File: src/rtl/io_input_conditioner.sv
// Board input conditioner: 2-flop synchronisers, a debounced 16-bit switch word,
// and one press FSM per button that emits a single-cycle strobe per accepted press.
//
// state        | meaning
// IDLE         | button released and stable
// PRESS_WAIT   | sync high, counting toward an accepted press
// HELD         | press accepted, waiting for a release
// RELEASE_WAIT | sync low, counting toward an accepted release
module io_input_conditioner #(
  parameter int DEBOUNCE_CYCLES = 1000000,
  parameter int CNT_W           = $clog2(DEBOUNCE_CYCLES)
) (
  input  logic        clk,
  input  logic        rst,
  input  logic        buttonLRaw,
  input  logic        buttonRRaw,
  input  logic [15:0] switchRaw,
  output logic        buttonL,
  output logic        buttonR,
  output logic [15:0] switch
);

  localparam logic [CNT_W-1:0] CNT_LAST = CNT_W'(DEBOUNCE_CYCLES - 1);

  typedef enum logic [1:0] {
    IDLE         = 2'd0,
    PRESS_WAIT   = 2'd1,
    HELD         = 2'd2,
    RELEASE_WAIT = 2'd3
  } btn_state_t;

  logic [17:0]      meta;
  logic [17:0]      sync;
  logic [1:0]       btn_sync;
  logic [1:0]       btn_pulse;
  logic [15:0]      sw_sync;
  logic [15:0]      cand;
  logic [CNT_W-1:0] sw_cnt;

  always_ff @(posedge clk or posedge rst) begin
    if (rst) begin
      meta <= '0;
      sync <= '0;
    end else begin
      meta <= {buttonLRaw, buttonRRaw, switchRaw};
      sync <= meta;
    end
  end

  // bit 1 = left, bit 0 = right
  assign btn_sync = sync[17:16];
  assign sw_sync  = sync[15:0];

  // The whole word restarts its count on any bit change, so switch only ever loads a settled word.
  always_ff @(posedge clk or posedge rst) begin
    if (rst) begin
      cand   <= '0;
      sw_cnt <= '0;
      switch <= '0;
    end else if (sw_sync != cand) begin
      cand   <= sw_sync;
      sw_cnt <= '0;
    end else if (sw_cnt == CNT_LAST) begin
      switch <= cand;
    end else begin
      sw_cnt <= sw_cnt + CNT_W'(1);
    end
  end

  for (genvar gi = 0; gi < 2; gi++) begin : g_btn
    btn_state_t       state;
    btn_state_t       state_next;
    logic [CNT_W-1:0] cnt;
    logic [CNT_W-1:0] cnt_next;
    logic             pulse;
    logic             pulse_next;

    always_ff @(posedge clk or posedge rst) begin
      if (rst) begin
        state <= IDLE;
        cnt   <= '0;
        pulse <= 1'b0;
      end else begin
        state <= state_next;
        cnt   <= cnt_next;
        pulse <= pulse_next;
      end
    end

    always_comb begin
      state_next = state;
      cnt_next   = cnt;
      unique case (state)
        IDLE: begin
          if (btn_sync[gi]) begin
            state_next = PRESS_WAIT;
            cnt_next   = '0;
          end
        end
        PRESS_WAIT: begin
          if (!btn_sync[gi])        state_next = IDLE;
          else if (cnt == CNT_LAST) state_next = HELD;
          else                      cnt_next   = cnt + CNT_W'(1);
        end
        HELD: begin
          if (!btn_sync[gi]) begin
            state_next = RELEASE_WAIT;
            cnt_next   = '0;
          end
        end
        RELEASE_WAIT: begin
          if (btn_sync[gi])         state_next = HELD;
          else if (cnt == CNT_LAST) state_next = IDLE;
          else                      cnt_next   = cnt + CNT_W'(1);
        end
        default: state_next = IDLE;
      endcase
    end

    always_comb begin
      pulse_next = (state == PRESS_WAIT) && btn_sync[gi] && (cnt == CNT_LAST);
    end

    assign btn_pulse[gi] = pulse;
  end

  assign buttonL = btn_pulse[1];
  assign buttonR = btn_pulse[0];

endmodule
File: config.mk
export PLATFORM = sky130hd
export DESIGN_NAME = io_input_conditioner
export DESIGN_NICKNAME = d
export VERILOG_FILES = /design/src/rtl/io_input_conditioner.sv
export SDC_FILE = /design/constraint.sdc
export NUM_CORES = 1
export LEC_CHECK = 0
export ABC_AREA = 1
export BUFFER_PORTS_ARGS = -buffer_cell sky130_fd_sc_hd__buf_2
export CELL_PAD_IN_SITES_DETAIL_PLACEMENT = 1
export CELL_PAD_IN_SITES_GLOBAL_PLACEMENT = 2
export CORE_ASPECT_RATIO = 1.2
export CORE_MARGIN = 2
export CORE_UTILIZATION = 41
export CTS_CLUSTER_SIZE = 28
export DETAILED_ROUTE_END_ITERATION = 10
export GPL_TIMING_DRIVEN = 1
export PLACE_DENSITY = 0.88
export RECOVER_POWER = 100
export SLEW_MARGIN = 25
export SYNTH_ARGS = -nofsm -noshare
export SYNTH_HDL_FRONTEND = slang
export SYNTH_SLANG_ARGS = --single-unit
File: constraint.sdc
create_clock -name clk -period 6.7 [get_ports clk]
set_clock_uncertainty 0.1 [all_clocks]
set_input_delay 1.34 -clock clk [delete_from_list [all_inputs] [get_ports clk]]
set_output_delay 1.34 -clock clk [all_outputs]
set_load 0.02 [all_outputs]
==> summary.md <==
| Metric | Value |
|---|---|
| Area share of the leading cell type in the synthesized netlist | 0.518 |
| Diode insertion count for antenna repair | 0 |
| # IOs | 38 |
| First-pass GRT wire length | approximately 26 mm |
| Post-CTS Setup Repair Bufs | 0 |
| Power per cell area | between 200 and 300 mW/mm^2 |
| Remaining antenna violation count after routing | 0 |
| Via count of the first global-routing pass | between 5k and 6k |
| Grt total ovfl | 0 |
| Post-synthesis instance area | 0.00647 mm^2 |
| Setup CP Type | register to register |
| Least-Margin Pin Slew | 3.00 ns |
| DR pass1 iterations | 4 |
| Combined global-route utilization of all metal layers | 0.194 |
| Total length of routed wires | between 15 and 20 mm |
| Placed cell areas | about 0.0067 mm^2 |
| Area Growth Syn to Fin | 10.1% |
| Worst hold path class | register to register |
| Chip height | 142 um |
| Outcome | finished with violations |
| Initial cell density of the core | 0.417 |
| WP data required | a little under 7 ns |
| Highest fanout seen on the critical path | 33 |
| Net count reported at finish | ~770 |
| Hold Fails Final Rpt | 0 |
| Critical path endpoint category | register |
| Total number of yosys warnings | 0 |
| Failing checks | capacitance limit, slew limit |
| Deepest clock path buffer count | 2 |
| Number of enable-type register cells in the synthesized netlist | 0 |
| WL/cell | roughly 16 um |
| Net Count, Synth | 746 |
| CTS tree | built |
| Number of antenna violations at the first check in global routing | 0 |
| Crit path time final | 3.79 ns |
| Worst vdd ir | approximately 0.17 mV |
| Std-Cell Core Area | around 0.016 mm^2 |
| Number of slew-limit violations in the final report | 137 |
| Clock-pin slew of the registers on the worst-case setup and hold paths | around 0.06 ns |
| TritonCTS Buffers | 17 |
| Leakage power | slightly above 3 nW |
| Number of maximum-capacitance constraint violations | 3 |
| Register bit total from synthesis | 134 |
| Weighted congestion reported at the end of routability-driven placement | 0.835 |
| Critical path data arrival time | between 4 and 5 ns |
| Clock network latency to the later pin of the worst-skew pair | approximately 0.42 ns |
| Area of the die | approximately 0.017 mm^2 |
| Leading cell type in the layout, fill and taps excluded | sky130_fd_sc_hd__nand2_1 |
| Period utilisation layout | 0.566 |
| PostCTS Resize Cnt | 0 |
| Synth area leaders | sky130_fd_sc_hd__dfrtp_1, sky130_fd_sc_hd__nand2_1, sky130_fd_sc_hd__nand3_1, sky130_fd_sc_hd__nor2_1, sky130_fd_sc_hd__inv_1 |
| Largest net degree at the start of global routing | 69 |
| CTS Root Buffer Type | sky130_fd_sc_hd__clkbuf_16 |
| Half-perimeter wire length after placement | between 10 and 15 mm |
| # port buffers | 37 |
| Synth async-reset ratio | 1.00 |
| Portion of the post-synthesis area used by sequential elements | 0.518 |
| Sink count of the clock tree | about 130 |
| Count of fill cells added during filler insertion | about 1.9k |
| Width of the die | approximately 120 um |
| Final setup fails | 0 |
| RSZ-0062 raised after global routing | false |
| Average vias per placed instance | between 5 and 6 |
| Syn avg cell area | between 8 and 9 um^2 |
| Summed area of non-filler cells in the final layout | between 0.007 and 0.008 mm^2 |
| Max H-tree Level | 4 |
| Number of DRC violations after detailed routing | 0 |
| Kind of start point of the critical path | register |
| Most frequent cells in the layout | sky130_fd_sc_hd__nand2_1, sky130_fd_sc_hd__dfrtp_1, sky130_fd_sc_hd__nor2_1, sky130_fd_sc_hd__nand3_1, sky130_fd_sc_hd__inv_1 |
| Area leader, netlist | sky130_fd_sc_hd__dfrtp_1 |
| Hold buffers post-CTS | 0 |
| Power, Total | around 1.8 mW |
| Setup Total Neg Slack | 0 ns |
| Max-slew headroom at the worst pin | -1.01 |
| Violation count after the first detailed-route iteration | 199 |
| Gate count of the mapped netlist | 723 |
| Count of vias placed by the detailed router | ~4.9k |
| Leading register cell type out of synthesis | sky130_fd_sc_hd__dfrtp_1 |
| Peak Freq | 0.264 GHz |
| Number of placement rows | 50 |
| Fraction of layout instances using a drive strength above 1 | 0.125 |
| Final core occ | 0.459 |
| Distinct cell type count of the synthesized netlist | 46 |
==> registers in the layout, summed over array words and instances (netlist names), named ones only <==
name and cells:
buttonL 1, buttonR 1, cand 16, g_btn.cnt 40, g_btn.state 2, meta 18
sw_cnt 20, switch 16, sync 18
==> report_power, final <==
| group | total, mW | switching (mW) | internal [mW] |
|---|---|---|---|
| combinational | 0.0603 | 0.0432 | 0.0171 |
| sequential | 0.848 | 0.0173 | 0.831 |
| clock | 0.925 | 0.364 | 0.561 |
==> cells by family (layout without fill, tap and decap cells) <==
kind of cell / after synthesis / count (layout) / share of synthesized area
and+or+nand+nor: 389 / 389 / 0.290
DFF: 134 / 134 / 0.518
buffers and inverters: 102 / 141 / 0.0756
AOI/OAI and AO/OA: 72 / 72 / 0.0793
xor gates and xnor gates: 22 / 22 / 0.0298
adders and majority gates: 3 / 3 / 0.00580
muxes: 1 / 1 / 0.00174
==> critical path: stages (launching register included) <==
cell	delay (ns)
sky130_fd_sc_hd__dfrtp_1	0.42
sky130_fd_sc_hd__xnor2_1	0.21
sky130_fd_sc_hd__nand2_1	0.09
sky130_fd_sc_hd__nor2_2	0.16
sky130_fd_sc_hd__nand3_4	0.08
sky130_fd_sc_hd__nor2_1	1.93
sky130_fd_sc_hd__nand2_4	0.39
sky130_fd_sc_hd__o21ai_0	0.32
==> per-layer routing <==
layer | global-route usage | share of wire
met4 | 0.0764 | 0.018
met1 | 0.237 | 0.44
met3 | 0.0394 | 0.021
met5 | 0 | 0
met2 | 0.337 | 0.52
==> area by class of cell <==
class,count,area [um^2],share of cell area
multi-input cells,487,2480,0.348
flip-flops and latches,134,3350,0.471
repair buffers,39,178,0.0249
clock buffers,19,443,0.0622
well taps,208,260,0.0365
inverters,71,269,0.0378
clock inverters,12,144,0.0202
==> path summary, 6_finish.rpt <==
check	start	end	depth (start not counted)	slack [ns]
min in group asynchronous	rst	g_btn[0].cnt[8]	2	1.67
worst max-delay path	cand[2]	switch[12]	7	2.91
max in group asynchronous	rst	sync[6]	3	2.96
worst min register to register	meta[2]	sync[2]	0	0.24
worst max register to register	cand[2]	switch[12]	7	2.91
worst min-delay path	meta[2]	sync[2]	0	0.24
==> through the flow <==
stage / worst slack, ns / cells / hold WS (ns)
CTS: 4.23 / 970 / 0.246
finish: 2.91 / 970 / 0.244
global placement: 3.82 / 939 / 0.234
global route: 2.38 / 970 / 0.251
detailed placement: 3.77 / 939 / 0.236
floorplan: 1.68 / 723 / 0.231
==> synthesized netlist by cell type (2+ instances only) <==
cell,n
sky130_fd_sc_hd__a21oi_1,7
sky130_fd_sc_hd__a21oi_2,9
sky130_fd_sc_hd__buf_2,3
sky130_fd_sc_hd__buf_6,9
sky130_fd_sc_hd__clkbuf_1,15
sky130_fd_sc_hd__dfrtp_1,134
sky130_fd_sc_hd__ha_1,3
sky130_fd_sc_hd__inv_1,64
sky130_fd_sc_hd__inv_2,6
sky130_fd_sc_hd__nand2_1,159
sky130_fd_sc_hd__nand2_2,11
sky130_fd_sc_hd__nand3_1,63
sky130_fd_sc_hd__nand3_2,6
sky130_fd_sc_hd__nand3_4,2
sky130_fd_sc_hd__nand4_1,31
sky130_fd_sc_hd__nor2_1,72
sky130_fd_sc_hd__nor2_2,3
sky130_fd_sc_hd__nor2_4,4
sky130_fd_sc_hd__nor3_1,18
sky130_fd_sc_hd__nor3_2,7
sky130_fd_sc_hd__nor4_1,3
sky130_fd_sc_hd__o211a_1,2
sky130_fd_sc_hd__o21ai_0,22
sky130_fd_sc_hd__o21ai_1,2
sky130_fd_sc_hd__o21ai_2,21
sky130_fd_sc_hd__o31ai_1,5
sky130_fd_sc_hd__or2_2,3
sky130_fd_sc_hd__xnor2_1,10
sky130_fd_sc_hd__xor2_1,12
(Power assumes the default switching activity.)
